--- src/rtl/exc_pkg.sv ---
// Shared types, field widths and default trap vectors for the exception/interrupt controller.
package exc_pkg;

    typedef enum logic [1:0] {
        ST_USER   = 2'd0,
        ST_TRAP   = 2'd1,
        ST_FLUSH  = 2'd2,
        ST_KERNEL = 2'd3
    } exc_state_e;

    localparam int unsigned IRQ_IDX_W = 4;
    localparam int unsigned CAUSE_W   = IRQ_IDX_W + 1;

    localparam logic [31:0] DEF_XADR_VEC   = 32'h8000_0008;
    localparam logic [31:0] DEF_IRQ_VEC    = 32'h8000_0004;
    localparam logic [31:0] DEF_VEC_STRIDE = 32'h0000_0010;

    // Channel vector; 32-bit arithmetic so the result wraps mod 2^32.
    function automatic logic [31:0] irq_vector(
        input logic [31:0]          base,
        input logic [31:0]          stride,
        input logic [IRQ_IDX_W-1:0] idx
    );
        return base + ({{(32-IRQ_IDX_W){1'b0}}, idx} * stride);
    endfunction

endpackage

--- src/rtl/exc_prio_enc.sv ---
// Lowest-index-wins priority encoder over the eligible interrupt channels.
module exc_prio_enc
    import exc_pkg::*;
#(
    parameter int unsigned N = 4
) (
    input  logic [N-1:0]         req_i,
    output logic                 valid_o,
    output logic [IRQ_IDX_W-1:0] idx_o
);

    // Scan from the top so the last hit, the lowest index, is the one kept.
    always_comb begin
        valid_o = 1'b0;
        idx_o   = '0;
        for (int i = int'(N) - 1; i >= 0; i--) begin
            if (req_i[i]) begin
                valid_o = 1'b1;
                idx_o   = IRQ_IDX_W'(i);
            end
        end
    end

endmodule

--- src/rtl/exc_irq_ctrl.sv ---
// Exception/interrupt controller beside the ID stage: pending/mask tracking, cause selection,
// trap vector, fixed-length pipeline flush and kernel-mode tracking until ERET.
module exc_irq_ctrl
    import exc_pkg::*;
#(
    parameter int unsigned N_IRQ      = 4,
    parameter int unsigned FLUSH_CYC  = 2,
    parameter logic [31:0] XADR_VEC   = DEF_XADR_VEC,
    parameter logic [31:0] IRQ_VEC    = DEF_IRQ_VEC,
    parameter logic [31:0] VEC_STRIDE = DEF_VEC_STRIDE
) (
    input  logic                 clk,
    input  logic                 reset,
    input  logic [N_IRQ-1:0]     irq_i,
    input  logic                 undef_i,
    input  logic                 id_valid_i,
    input  logic [31:0]          id_pc_i,
    input  logic                 stall_i,
    input  logic                 eret_i,
    input  logic                 mask_we_i,
    input  logic [N_IRQ-1:0]     mask_wd_i,
    input  logic [N_IRQ-1:0]     ack_i,
    output logic                 take_o,
    output logic [31:0]          vec_o,
    output logic                 flush_o,
    output logic                 ker_o,
    output logic [31:0]          epc_o,
    output logic [CAUSE_W-1:0]   cause_o,
    output logic [N_IRQ-1:0]     pend_o,
    output logic                 err_o
);

    localparam int unsigned      CNT_W    = $clog2(FLUSH_CYC + 1);
    localparam logic [CNT_W-1:0] CNT_LOAD = CNT_W'(FLUSH_CYC - 1);

    exc_state_e           state_q, state_d;
    logic [CNT_W-1:0]     cnt_q, cnt_d;
    logic [N_IRQ-1:0]     pend_q, pend_d;
    logic [N_IRQ-1:0]     mask_q, mask_d;
    logic [31:0]          vec_q, vec_d;
    logic [31:0]          epc_q, epc_d;
    logic [CAUSE_W-1:0]   cause_q, cause_d;
    logic                 err_q, err_d;

    logic [N_IRQ-1:0]     eligible;
    logic                 irq_valid;
    logic [IRQ_IDX_W-1:0] irq_idx;
    logic                 trigger;
    logic                 eret_ok;

    // Acknowledge beats a same-cycle request; the mask gates new requests only.
    for (genvar gi = 0; gi < N_IRQ; gi++) begin : g_pend
        assign pend_d[gi] = (pend_q[gi] | (irq_i[gi] & mask_q[gi])) & ~ack_i[gi];
    end

    assign mask_d   = mask_we_i ? mask_wd_i : mask_q;
    assign eligible = pend_q & mask_q;

    exc_prio_enc #(
        .N (N_IRQ)
    ) u_prio (
        .req_i   (eligible),
        .valid_o (irq_valid),
        .idx_o   (irq_idx)
    );

    assign trigger = (state_q == ST_USER) & id_valid_i & ~stall_i & (undef_i | irq_valid);
    assign eret_ok = eret_i & id_valid_i & ~stall_i;

    always_comb begin
        state_d = state_q;
        cnt_d   = cnt_q;
        vec_d   = vec_q;
        epc_d   = epc_q;
        cause_d = cause_q;
        err_d   = err_q;
        case (state_q)
            ST_USER: begin
                if (trigger) begin
                    state_d = ST_TRAP;
                    cnt_d   = CNT_LOAD;
                    if (undef_i) begin
                        vec_d   = XADR_VEC;
                        epc_d   = id_pc_i + 32'd4;
                        cause_d = {1'b1, {IRQ_IDX_W{1'b0}}};
                    end else begin
                        vec_d   = irq_vector(IRQ_VEC, VEC_STRIDE, irq_idx);
                        epc_d   = id_pc_i;
                        cause_d = {1'b0, irq_idx};
                    end
                end
            end
            // cnt_q counts the flush cycles still owed after the current one.
            ST_TRAP, ST_FLUSH: begin
                if (cnt_q == '0) begin
                    state_d = ST_KERNEL;
                end else begin
                    state_d = ST_FLUSH;
                    cnt_d   = cnt_q - CNT_W'(1);
                end
            end
            ST_KERNEL: begin
                if (undef_i & id_valid_i) begin
                    err_d = 1'b1;
                end
                if (eret_ok) begin
                    state_d = ST_USER;
                end
            end
            default: begin
                state_d = ST_USER;
            end
        endcase
    end

    always_ff @(posedge clk) begin
        if (reset) begin
            state_q <= ST_USER;
            cnt_q   <= '0;
            pend_q  <= '0;
            mask_q  <= '1;
            vec_q   <= '0;
            epc_q   <= '0;
            cause_q <= '0;
            err_q   <= 1'b0;
        end else begin
            state_q <= state_d;
            cnt_q   <= cnt_d;
            pend_q  <= pend_d;
            mask_q  <= mask_d;
            vec_q   <= vec_d;
            epc_q   <= epc_d;
            cause_q <= cause_d;
            err_q   <= err_d;
        end
    end

    assign take_o  = (state_q == ST_TRAP);
    assign flush_o = (state_q == ST_TRAP) | (state_q == ST_FLUSH);
    assign ker_o   = (state_q != ST_USER);
    assign vec_o   = vec_q;
    assign epc_o   = epc_q;
    assign cause_o = cause_q;
    assign pend_o  = pend_q;
    assign err_o   = err_q;

endmodule

--- config.mk ---
export PLATFORM = sky130hd
export DESIGN_NAME = exc_irq_ctrl
export DESIGN_NICKNAME = d
export VERILOG_FILES = /design/src/rtl/exc_pkg.sv /design/src/rtl/exc_prio_enc.sv /design/src/rtl/exc_irq_ctrl.sv
export SDC_FILE = /design/constraint.sdc
export NUM_CORES = 1
export LEC_CHECK = 0
export CORE_MARGIN = 2
export CORE_UTILIZATION = 38
export CTS_CLUSTER_SIZE = 25
export DETAILED_ROUTE_END_ITERATION = 10
export GPL_TIMING_DRIVEN = 0
export PLACE_DENSITY = 0.77
export SYNTH_ARGS = -nofsm -noshare
export SYNTH_HDL_FRONTEND = slang
export SYNTH_HIERARCHICAL = 1
export SYNTH_SLANG_ARGS = --single-unit
--- constraint.sdc ---
create_clock -name clk -period 1.5 [get_ports clk]
set_input_delay 0.225 -clock clk [delete_from_list [all_inputs] [get_ports clk]]
set_output_delay 0.225 -clock clk [all_outputs]
set_load 0.02 [all_outputs]
; After elaboration in Yosys (flattened, before gate mapping)
; Cells that the tools add are included.
[op_classes]
mux = 17
bitwise = 26
addsub = 3
reduce_logical = 9
eq_ne = 6
[op_table]
columns = cell, n
row1 = 32-bit two-way mux, 2
row2 = "32-bit by 3-bit adder with 32-bit output, second input constant", 1
row3 = "32-bit by 8-bit adder with 32-bit output, first input constant", 1
row4 = 1-bit bitwise AND, 14
row5 = 2-bit two-way mux, 7
row6 = "2-bit != test, second input constant", 3
row7 = 1-bit bitwise OR, 6
row8 = 2-bit one-hot mux with 3 select lines, 1
row9 = 2-bit AND reduction, 3
row10 = 1-bit two-way mux, 5
row11 = 5-bit two-way mux, 1
row12 = 1-bit inverter, 5
row13 = 4-bit bitwise AND, 1
row14 = "2-bit equality test, second input constant", 2
row15 = 2-bit zero test, 2
row16 = 2-bit one-hot mux with 2 select lines, 1
row17 = 2-bit nonzero test, 2
row18 = 3-bit AND reduction, 1
row19 = "2-bit by 1-bit equality test with 1-bit output, second input constant", 1
row20 = 2-bit OR reduction, 1
row21 = "2-bit by 1-bit subtractor with 2-bit output, second input constant", 1
[word_totals]
elab_cells = 69
register_bits = 82
out_inout_bits = 77
inputBits = 51

; Depth between registers and ports, before layout
; Gate-level depths: netlist of the first run.
[depth]
depth_word = 9
mapped_depth = 8
depth_no_buf = 7

; Hierarchy
; The synthesis of the first run kept the hierarchy.
[modules_own_cells]
columns = mod, instances, cells_per_inst, area_each_um2, seq_area_each_um2
row1 = exc_irq_ctrl, 1, 323, 2817.7, 1041.0
row2 = exc_prio_enc, 1, 10, 53.8, 0.0

; Least setup slack after synthesis of the first run
; No wires, ideal clock.
[synth_timing]
kind = reg-to-reg
from = reg state_q[0]
to = reg epc_q[27], in the netlist epc_o[27]
synth_period_minus_slack_ns = 1.664
required_time_ns = 1.358
n_path_buf = 3
setup_time_ns = 0.142
arrival_ns = 1.523
setup_slack_ns = -0.164
stages_incl_launch_ff = 8
cell_sequence = dfxtp_1 inv_1 ha_1 clkbuf_1 o211a_1 buf_2 buf_1 a211oi_1
[synth_between]
elab_chain_cells = 5
[synth_lines]
columns = item, line
row1 = from (decl), exc_irq_ctrl.sv:36  ; exc_state_e state_q, state_d;
row2 = from (signal assigned), exc_irq_ctrl.sv:127  ; state_q <= state_d;
row3 = 2-bit zero test (*), "exc_irq_ctrl.sv:67, exc_irq_ctrl.sv:77"
row4 = 1-bit bitwise AND (3 in series), exc_irq_ctrl.sv:67  ; assign trigger = (state_q == ST_USER) & id_valid_i & ~stall_i & (undef_i | irq_valid);
row5 = 2-bit AND reduction (no line) (*), -
row6 = to (signal assigned), exc_irq_ctrl.sv:132  ; epc_q <= epc_d;
row7 = to (decl), exc_irq_ctrl.sv:41  ; logic [31:0] epc_q, epc_d;
; Every way passes the cells marked *; elsewhere a longest branch is shown, timed or not.
; A chain may end at the register's enable or synchronous reset.

; Worst setup path in the final report of the first run
[layout_timing]
from = reg pend_q[3], in the netlist pend_o[3]
to = reg cause_q[0], in the netlist cause_o[0]
[layout_between]
elab_chain_cells = 8
elab_cells_between_ends = 13
classes_between = 9 x mux / 3 x bitwise / 1 x reduce/logical
[layout_lines]
columns = item, line
row1 = from (decl), exc_irq_ctrl.sv:38  ; logic [N_IRQ-1:0] pend_q, pend_d;
row2 = from (signal assigned), exc_irq_ctrl.sv:129  ; pend_q <= pend_d;
row3 = 4-bit bitwise AND, exc_irq_ctrl.sv:57  ; assign eligible = pend_q & mask_q;
row4 = via eligible[3], exc_irq_ctrl.sv:45  ; logic [N_IRQ-1:0] eligible;
row5 = 1-bit two-way mux (4 in series), exc_prio_enc.sv:17  ; if (req_i[i]) begin
row6 = via irq_valid, exc_irq_ctrl.sv:46  ; logic irq_valid;
row7 = 1-bit bitwise OR, exc_irq_ctrl.sv:67
row8 = 1-bit bitwise AND, exc_irq_ctrl.sv:67
row9 = 2-bit AND reduction (no line), -
row10 = to (signal assigned), exc_irq_ctrl.sv:133  ; cause_q <= cause_d;
row11 = to (decl), exc_irq_ctrl.sv:42  ; logic [CAUSE_W-1:0] cause_q, cause_d;
; The timed path passes the listed nets, and every way through them passes these cells.

==> reports/qor.csv, run 1 <==
stage;metric;value;unit
status;status;finished with violations;
status;violations;setup timing;
yosys;synth-edff-count;0;
sta;rsz0062_at_grt;yes;
yosys;synth-seq-cells;52;
hold_path;min-delay-start;id_pc_i[7];
route;drc;0;
sta;worstMarginPinSlew;0.824;ns
placed_design;hpwl;6130;um
critical_path;r2r-end;cause_o[0];
placed_design;place_area;4160;um^2
route;detail_route.iter0.violations;73;
sta;finClkSkew;0.00435;ns
critical_path;crit_required;1.68;ns
cts;clock_latency;0.31;ns
global_routing;antenna_found_initial;0;
cells_and_area;drive_gt1_share;38.9;%
critical_path;slowest_delay;0.35;ns
cts;clk_pin_slew;0.10;ns
sta;maxSlewViolCount;0;
yosys;synthCells;333;
yosys;syn_area_per_cell;8.62;um^2
cts;cts-buffers-inserted;5;
critical_path;cp-end-kind;flop;
yosys;ys_warn_count;6;
floorplanning;die_area;8270;um^2
critical_path;cpMostUsedCell;buf_12;
power_and_ir_drop;powerDensity;1000;nW/um^2
critical_path;critPathMaxFanout;5;
placed_design;numPortBuffers;101;
cts;clock_sinks;52;
critical_path;crit_type;flop to flop;
yosys;ys_seq_area_share;36.3;%
critical_path;start_kind;flop;
cells_and_area;syn2layout_area_growth;76.6;%
sta;finalHoldViolCount;0;
hold_path;holdPathEnd;epc_o[7];
global_routing;grt_max_degree;18;
sta;fin_crit;1.69;ns
hold_path;hold_class;primary input to flop;
cells_and_area;final_nets;562;
cts;ctsHtreeMaxLevel;2;
sta;final.period_utilization;113;%
route;avgViaCountPerCell;4.92;
floorplanning;die_y;90.9;um
yosys;yosys-top-cells-count;dfxtp_1 (52), nor2_1 (39), buf_4 (33), nand2_1 (22), xor2_1 (21);
sta;hold_ws;0.289;ns
cells_and_area;final_core_util;69.6;%
global_routing;grt_pass1_wl;14500;um
floorplanning;initial_core_util;39.4;%
job;drv_cap;0;
cells_and_area;antenna_cells;0;
cells_and_area;fin_area;5070;um^2
critical_path;r2r_slack;-0.19;ns
critical_path;timing.rr.start;pend_o[3];
yosys;yosysMostFrequentCell;dfxtp_1;
yosys;ys_types;44;
global_routing;overflow;0;
yosys;yosysTopAreaCell;dfxtp_1;
sta;maxSlewHeadroom;45.1;%
route;wirelength;9140;um
critical_path;worst-path-buf-inv;3;
yosys;post_synth_main_area_contributors;dfxtp_1 (36%), buf_4 (8.6%), xor2_1 (6.4%);
yosys;synth_top_area_share;36.3;%
cts;cts_buffer_depth;2;
cts;cts_tree;built;
route;dr.pass1.iters;4;
route;ant_nets;0;
yosys;synthFlopType;dfxtp_1;
critical_path;worstPathArrival;1.87;ns
critical_path;r2r_cells;9;
yosys;synthArstFlopShare;0;%
sta;fmax;592;MHz
floorplanning;rows;31;
floorplanning;io-pin-count;128;
sta;finalWorstSetupSlack;-0.188;ns
floorplanning;die_w;90.9;um
power_and_ir_drop;vdd_drop_max;0.670;mV
power_and_ir_drop;p_leak;2.42;nW
sta;setup_tns;-2.98;ns
critical_path;crit_path_cell_trace;and2_4 -> nor2_4 -> nand2_2 -> o211a_4 -> buf_16 -> buf_12 -> buf_12 -> nand3b_1 -> a21oi_2;
placed_design;routabilityCongestion;0.844;
route;via_count;2980;
global_routing;grt_pass1_vias;2985;
cts;postCtsHoldBufs;0;
floorplanning;fp.coreArea;7290;um^2
route;wl_per_cell;15.1;um
cts;clock-root-buffer;clkbuf_8;
sta;setup_viol;43;
hold_path;holdPathStages;3;
critical_path;path_delay_family;simple AND/OR/NAND/NOR gates;
global_routing;track_usage;21.5;%
yosys;syn_area;2870;um^2
critical_path;crit_slowest_cell;dfxtp_4;
## cell families (layout without fill, tap and decap cells)
kind of cell               Yosys count  in the layout  share of synthesized area (%)
xor gates and xnor gates            26             26                           7.93
DFF                                 52             52                           36.3
and+or+nand+nor                    125            125                           23.0
AOI/OAI and AO/OA                   60             60                           16.5
adders and majority gates            5              5                           2.18
muxes                                5              5                           1.79
buffers and inverters               58            207                           12.2
other                                2             27                          0.262
## cells in the final DEF (no fill, tap or decap), drive strengths merged, types with 2 or more instances in the layout
cell type and count:
conb 27, mux2i 4, a211o 4, clkbuf 16, a21oi 15, buf 87
o21ai 3, clkdlybuf4s50 30, nand3 15, dfxtp 52, inv 10, nand4 10
and3 4, nor2b 5, a211oi 30, xnor2 5, nor2 39, dlymetal6s2s 20
dlygate4sd2 40, and4 3, nor3 7, nand2 22, ha 5, and2 8
nand3b 5, nand2b 2, nor4 3, clkdlybuf4s15 3, xor2 21
## power breakdown
group / leakage, nW / internal, mW / switching (mW)
logic: 1.95 / 1.28 / 1.26
registers: 0.428 / 1.58 / 0.137
clock network: 0.0466 / 0.336 / 0.496
total: 2.42 / 3.20 / 1.90
## worst max-delay path by stage
| stage | startpoint | end | slack [ns] | cells past startpoint |
|---|---|---|---|---|
| final | pend_o[3] | cause_o[0] | -0.19 | 9 |
| after floorplan | pend_o[3] | cnt_q[0] | -0.05 | 7 |
| after detailed placement | id_pc_i[2] | epc_o[14] | -0.79 | 8 |
| after global placement | id_pc_i[2] | epc_o[30] | -0.81 | 8 |
| after global routing | pend_o[3] | cause_o[0] | -0.24 | 9 |
| after CTS | pend_o[2] | epc_o[17] | -0.15 | 9 |
## sequential cells by signal, summed over array words and instances (netlist names)
register and count:
err_o 1, pend_o 4, cnt_q 2, state_q 2
cause_o 4, mask_q 4, epc_o 32, vec_o 3
## metrics by stage
stage               power [mW]  worst slack [ns]  instances
finish                    5.09            -0.188        606
global route              5.37            -0.239        606
CTS                       5.03            -0.147        602
detailed placement        3.61            -0.791        558
global placement          3.54            -0.814        558
floorplan                 2.86           -0.0485        358
## what timing repair did
item                       in CTS  in global routing
resized for setup             171                 51
pin swaps                      21                  9
cloned                          5                  0
buffers inserted               31                  4
setup endpoints to repair      73                 60
## tightest hold or removal path, delay by kind of cell
family,cells,cell delay [ns]
XOR/XNOR,1,0.13
AO/OA/AOI/OAI,1,0.06
buffers and inverters,1,0.14
## final cells by class
type	count	area [um^2]
clock inverter	3	21.3
tap	99	124
fill	624	2220
inverter	8	30.0
timing repair buffer	141	1390
buffer	50	447
sequential	52	1060
clock buffer	5	68.8
multi-input combinational	248	1940
## layer usage
| layer | vias up | share of wire [%] | GRT usage (%) |
|---|---|---|---|
| met5 | - | 0 | 0 |
| met4 | 0 | 1.3 | 5.05 |
| met3 | 12 | 6.7 | 4.56 |
| met2 | 107 | 53 | 39.8 |
| met1 | 1407 | 39 | 25.3 |
| li1 | 1454 | - | - |
(Power assumes the default switching activity.)
==> run 2: changes to the inputs <==
- CORE_UTILIZATION: 38 -> 40
- CTS_CLUSTER_DIAMETER: not set -> 50
- CTS_CLUSTER_SIZE: 25 -> not set
- clock period: 1.5 -> 1.6 ns (I/O delays scaled with it)
==> run 2 against run 1 <==
  * The flow still finishes with violations (setup timing)
  * Setup slack better by 0.16 ns
  * Power down 10%
  * Utilization down 2.5 points
==> reports/qor.csv, run 2 (synthesis results as in run 1) <==
stage;metric;value;unit;change
status;status;finished with violations;;unchanged
status;violations;setup timing;;unchanged
cts;cts-buffers-inserted;5;;unchanged
power_and_ir_drop;power.total;4.59;mW;was 5.09 mW
route;wirelength;8200;um;was 9140 um
global_routing;track_usage;20.2;%;was 21.5%
route;drc;0;;unchanged
cells_and_area;fin_area;4600;um^2;was 5070 um^2
floorplanning;rows;30;;was 31
sta;rsz0062_at_grt;yes;;unchanged
critical_path;crit_slowest_cell;dfxtp_4;;unchanged
sta;finalWorstSetupSlack;-0.0251;ns;was -0.188 ns
floorplanning;die_w;88.7;um;was 90.9 um
cts;cts_tree;built;;unchanged
route;via_count;2840;;was 2980
sta;setup_viol;1;;was 43
placed_design;hpwl;5900;um;was 6130 um
sta;finClkSkew;0.00604;ns;was 0.00435 ns
sta;hold_ws;0.347;ns;was 0.289 ns
sta;finalHoldViolCount;0;;unchanged
route;met3WireLength;570;um;was 611 um
placed_design;routabilityCongestion;0.823;;was 0.844
critical_path;cp-end-kind;flop;;unchanged
cells_and_area;syn2layout_area_growth;60.3;%;was 76.6%
job;drv_cap;0;;unchanged
sta;fin_crit;1.63;ns;was 1.69 ns
route;detail_route.iter0.violations;107;;was 73
floorplanning;die_y;88.7;um;was 90.9 um
floorplanning;initial_core_util;41.8;%;was 39.4%
cells_and_area;ff_latch_area;1060;um^2;about the same
global_routing;grt_pass1_wl;12400;um;was 14500 um
route;wl_met1;3390;um;was 3580 um
sta;fmax;615;MHz;was 592 MHz
cells_and_area;fillers;570;;was 624
route;wl_per_cell;14.2;um;was 15.1 um
critical_path;path_delay_family;compound AO/OA/AOI/OAI gates;;was simple AND/OR/NAND/NOR gates
floorplanning;fp.coreArea;6870;um^2;was 7290 um^2
critical_path;crit_path_cell_trace;and2_4 -> nor2_4 -> nand2_2 -> o211ai_1 -> a21oi_1 -> mux2_4 -> a221oi_2;;was and2_4 -> nor2_4 -> nand2_2 -> o211a_4 -> buf_16 -> buf_12 -> buf_12 -> nand3b_1 -> a21oi_2
cells_and_area;drive_gt1_share;29.5;%;was 38.9%
sta;worstMarginPinSlew;0.728;ns;was 0.824 ns
cts;clk_pin_slew;0.10;ns;about the same
route;ant_nets;0;;unchanged
route;dr.pass1.iters;4;;unchanged
route;wl_met2;4060;um;was 4830 um
floorplanning;io-pin-count;128;;unchanged
global_routing;antenna_found_initial;1;;was 0
placed_design;place_ws;-0.731;ns;was -0.791 ns
critical_path;crit_type;flop to flop;;unchanged
route;dr.max_layer_used;met4;;unchanged
global_routing;grt_pass1_vias;2700;;was 2985
sta;maxSlewViolCount;0;;unchanged
sta;setup_tns;-0.0251;ns;was -2.98 ns
cells_and_area;final_cell_mix;clkdlybuf4s50_1 (70), buf_4 (45), dfxtp_1 (42);;was buf_4 (64), dfxtp_1 (43), dlygate4sd2_1 (40)
placed_design;numPortBuffers;101;;unchanged
power_and_ir_drop;vdd_drop_max;0.526;mV;was 0.670 mV
critical_path;crit_required;1.83;ns;was 1.68 ns
critical_path;slowest_delay;0.35;ns;about the same
route;avgViaCountPerCell;4.91;;was 4.92
critical_path;start_kind;flop;;unchanged
cells_and_area;multi_input_area;1780;um^2;was 1940 um^2
cells_and_area;final_common_cell;clkdlybuf4s50_1;;was buf_4
critical_path;critPathMaxFanout;2;;was 5
cts;postCtsHoldBufs;0;;unchanged
sta;maxSlewHeadroom;51.4;%;was 45.1%
cts;clock_sinks;52;;unchanged
cts;clock-root-buffer;clkbuf_8;;unchanged
critical_path;worstPathArrival;1.85;ns;was 1.87 ns
cells_and_area;final_nets;536;;was 562
placed_design;place_area;4120;um^2;was 4160 um^2
cts;cts_buffer_depth;2;;unchanged
cts;ctsHtreeMaxLevel;2;;unchanged
sta;final.period_utilization;102;%;was 113%
global_routing;overflow;0;;unchanged
critical_path;worst-path-buf-inv;0;;was 3
hold_path;hold_class;primary input to flop;;unchanged
cts;clock_latency;0.31;ns;about the same
global_routing;grt_max_degree;18;;unchanged
power_and_ir_drop;powerDensity;996;nW/um^2;was 1000 nW/um^2
power_and_ir_drop;p_leak;1.90;nW;was 2.42 nW
cells_and_area;largest_register_ffs;32;;unchanged
floorplanning;die_area;7870;um^2;was 8270 um^2
run 2: worst register-to-register path: stages (launching register included):
cell and delay (ns):
dfxtp_4 0.35, and2_4 0.16, nor2_4 0.09, nand2_2 0.09, o211ai_1 0.23, a21oi_1 0.10, mux2_4 0.27, a221oi_2 0.25
run 2: repair_timing:
| item | CTS | global route |
|---|---|---|
| setup buffers | 10 | 4 |
| endpoints found under the hold margin | 0 | 0 |
| endpoints found under the setup margin | 51 | 40 |
| pin swaps | 12 | 9 |
| gates cloned | 1 | 0 |
| gates resized for setup | 75 | 49 |
run 2: cell type report:
type / instances / share of cell area (%)
antenna: 1 / 0.0543
buffer: 49 / 8.40
clock buffer: 5 / 1.49
clock inverter: 3 / 1.03
inverter: 8 / 0.652
multi-input combinational: 248 / 38.7
sequential: 52 / 22.9
tap: 96 / 2.61
timing repair buffer: 116 / 24.1
run 2: path summary, 6_finish.rpt:
kind / start / endpoint / slack, ns / cells after the start
setup / recovery: pend_o[3] / cnt_q[0] / -0.03 / 7
hold / removal: id_pc_i[2] / epc_o[2] / 0.35 / 3
setup reg to reg: pend_o[3] / cnt_q[0] / -0.03 / 7
hold reg to reg: epc_o[1] / epc_o[1] / 0.47 / 2
run 2: power breakdown:
part / internal [mW] / leakage [nW] / switching, mW
sequential: 1.48 / 0.427 / 0.116
clock: 0.472 / 0.0583 / 0.467
combinational: 1.00 / 1.42 / 1.05
total: 2.96 / 1.90 / 1.63
run 2: metrics by stage:
stage	util, %	std cells
2_1_floorplan	-	358
3_3_place_gp	60.0	555
3_5_place_dp	60.0	555
4_1_cts	64.4	573
5_1_grt	67.0	578
6_report	67.0	578
run 2: routing by layer:
layer | global-route usage [%] | vias to the layer above
met5 | 0 | -
met4 | 6.75 | 0
met3 | 4.38 | 11
met2 | 35.3 | 104
met1 | 24.4 | 1333
li1 | - | 1392
==> run 3: changes to the inputs <==
- CTS_CLUSTER_SIZE: not set -> 28
- SLEW_MARGIN: not set -> 0
- clock period: 1.6 -> 2.1 ns (I/O delays scaled with it)
==> run 3 against run 2 <==
  * Power fell by 33%
  * Largest cell class unchanged
  * Flip-flop and latch count unchanged
  * Critical path depth did not move
  * Wire length fell by 7.5%
  * Utilization decreased by 5.4 points
  * The flow now finishes without violations
  * Critical endpoint is now epc_o[22]
  * Register-to-register slack better by 0.26 ns
  * Final cell count down 2.1%
  * Count of clock-buffer cells in the layout is 1 higher
  * Clock skew increased by 0.0026 ns
  * Critical path type is now primary input to flop
==> reports/qor.csv, run 3 (synthesis results as in run 1) <==
stage;metric;value;unit;change
critical_path;path_delay_family;buffers and inverters;;was compound AO/OA/AOI/OAI gates
placed_design;hpwl;5960;um;was 5900 um
power_and_ir_drop;p_leak;1.66;nW;was 1.90 nW
cells_and_area;final_core_util;61.6;%;was 67.0%
power_and_ir_drop;vdd_drop_max;0.314;mV;was 0.526 mV
route;drc;0;;unchanged
critical_path;worst-path-buf-inv;2;;was 0
route;wirelength;7580;um;was 8200 um
cells_and_area;drive_gt1_share;15.5;%;was 29.5%
critical_path;slowest_delay;0.62;ns;was 0.35 ns
cts;cts_tree;built;;unchanged
sta;finClkSkew;0.00865;ns;was 0.00604 ns
sta;maxSlewViolCount;0;;unchanged
route;wl_per_cell;13.4;um;was 14.2 um
global_routing;antenna_found_initial;0;;was 1
critical_path;critPathMaxFanout;10;;was 2
cts;cts_buffer_depth;2;;unchanged
route;avgViaCountPerCell;4.79;;was 4.91
cells_and_area;antenna_cells;0;;was 1
route;via_count;2709;;was 2840
critical_path;timing.rr.start;state_q[0];;was pend_o[3]
critical_path;start_kind;primary input;;was flop
critical_path;crit_required;2.33;ns;was 1.83 ns
critical_path;cp-startpoint;undef_i;;was pend_o[3]
global_routing;grt_max_degree;16;;was 18
floorplanning;die_area;7870;um^2;unchanged
floorplanning;fp.coreArea;6870;um^2;unchanged
sta;maxSlewHeadroom;57.2;%;was 51.4%
cells_and_area;largest_register_ffs;32;;unchanged
placed_design;numPortBuffers;101;;unchanged
hold_path;hold_class;primary input to flop;;unchanged
global_routing;overflow;0;;unchanged
global_routing;grt_pass1_wl;11800;um;was 12400 um
job;drv_cap;0;;unchanged
cts;cts-buffers-inserted;5;;unchanged
critical_path;worstPathArrival;2.21;ns;was 1.85 ns
global_routing;track_usage;19.1;%;was 20.2%
critical_path;r2r_slack;0.23;ns;was -0.03 ns
cts;clock_sinks;52;;unchanged
placed_design;place_area;4100;um^2;was 4120 um^2
sta;finalWorstSetupSlack;0.117;ns;was -0.0251 ns
route;dr.pass1.iters;4;;unchanged
critical_path;crit_type;primary input to flop;;was flop to flop
hold_path;holdPathStages;3;;unchanged
critical_path;crit_path_cell_trace;clkdlybuf4s50_1 -> nand4_1 -> nor4_4 -> buf_6 -> nand3_1 -> xor2_1 -> a211oi_2;;was and2_4 -> nor2_4 -> nand2_2 -> o211ai_1 -> a21oi_1 -> mux2_4 -> a221oi_2
cells_and_area;syn2layout_area_growth;47.5;%;was 60.3%
floorplanning;die_w;88.7;um;unchanged
cells_and_area;final_common_cell;clkdlybuf4s50_1;;unchanged
placed_design;place_ws;-0.268;ns;was -0.731 ns
sta;final.period_utilization;94.4;%;
critical_path;crit_slowest_cell;clkdlybuf4s50_1;;was dfxtp_4
floorplanning;die_y;88.7;um;unchanged
hold_path;holdPathEnd;epc_o[2];;unchanged
cells_and_area;fillers;652;;was 570
status;status;finished clean;;was finished with violations
sta;rsz0062_at_grt;no;;was yes
cells_and_area;fin_area;4230;um^2;was 4600 um^2
route;ant_nets;0;;unchanged
placed_design;routabilityCongestion;0.778;;was 0.823
sta;setup_viol;0;;was 1
floorplanning;initial_core_util;41.8;%;unchanged
critical_path;r2r-end;epc_o[18];;was cnt_q[0]
cells_and_area;final_cell_mix;clkdlybuf4s50_1 (97), dfxtp_1 (52), nor2_1 (39);;was clkdlybuf4s50_1 (70), buf_4 (45), dfxtp_1 (42)
critical_path;cp-end-kind;flop;;unchanged
critical_path;r2r_cells;7;;unchanged
sta;finalHoldViolCount;0;;unchanged
route;detail_route.iter0.violations;117;;was 107
global_routing;grt_pass1_vias;2508;;was 2700
sta;fin_crit;1.98;ns;
hold_path;min-delay-start;id_pc_i[2];;unchanged
cells_and_area;final_nets;525;;was 536
floorplanning;io-pin-count;128;;unchanged
sta;hold_ws;0.433;ns;was 0.347 ns
cts;clock_latency;0.31;ns;about the same
cts;ctsHtreeMaxLevel;2;;unchanged
floorplanning;rows;30;;unchanged
sta;fmax;504;MHz;
sta;worstMarginPinSlew;0.642;ns;was 0.728 ns
cts;clk_pin_slew;0.10;ns;about the same
power_and_ir_drop;powerDensity;726;nW/um^2;was 996 nW/um^2
cts;clock-root-buffer;clkbuf_8;;unchanged
==> run 3: changes by cell type in the layout (fill, tap and decap cells not counted), sizes merged, moves of 2 or more <==
cell and delta:
buf -17, clkbuf +4, clkdlybuf4s15 -2, clkdlybuf4s50 +27
dlygate4sd2 -16, dlymetal6s2s -6
==> run 3: routing by layer <==
layer  global-route usage, %  share of wire (%)
met5                       0                  0
met4                    5.23                1.3
met3                    5.41                7.4
met2                    31.7                 47
met1                    24.3                 45
==> run 3: worst register-to-register path, stage by stage, from the launching register on <==
cell and delay, ns:
dfxtp_1 0.34, inv_1 0.08, ha_1 0.32, o211a_1 0.29, buf_2 0.24, buf_2 0.24, nor2_1 0.07, a211oi_1 0.21
==> run 3: worst max path at each step <==
stage	to	slack (ns)	cells after the start
global placement	epc_o[30]	-0.23	8
CTS	epc_o[8]	0.02	7
global route	epc_o[22]	0.04	7
finish	epc_o[22]	0.12	7
floorplan	epc_o[27]	0.44	7
detailed placement	epc_o[15]	-0.27	6
==> run 3: stage by stage <==
step | power, mW | cells | TNS (ns)
after floorplan | 1.99 | 358 | 0
after CTS | 3.08 | 563 | 0
final | 3.07 | 566 | 0
after global routing | 3.24 | 566 | 0
after detailed placement | 2.51 | 555 | -5.15
after global placement | 2.47 | 555 | -4.40
==> run 3: final cells by class <==
cell class	count	area, um^2	area share, %
Multi-Input combinational cell	248	1580	37.4
Timing Repair Buffer	105	1040	24.6
Sequential cell	52	1040	24.6
Buffer	49	323	7.62
Tap cell	96	120	2.84
Clock buffer	6	82.6	1.95
Inverter	8	30.0	0.709
Clock inverter	2	10.0	0.236
==> run 3: timing repair <==
item | CTS | global route
setup buffers | 0 | 4
gates cloned | 0 | 0
resized for setup | 2 | 9
pin swaps | 0 | 2
endpoints found under the setup margin | 2 | 30
hold buffers | 0 | 0
==> run 3: power breakdown <==
| group | internal (mW) | leakage [nW] | switching [mW] |
|---|---|---|---|
| Combinational | 0.584 | 1.18 | 0.679 |
| Clock | 0.264 | 0.0510 | 0.343 |
| Sequential | 1.12 | 0.425 | 0.0783 |
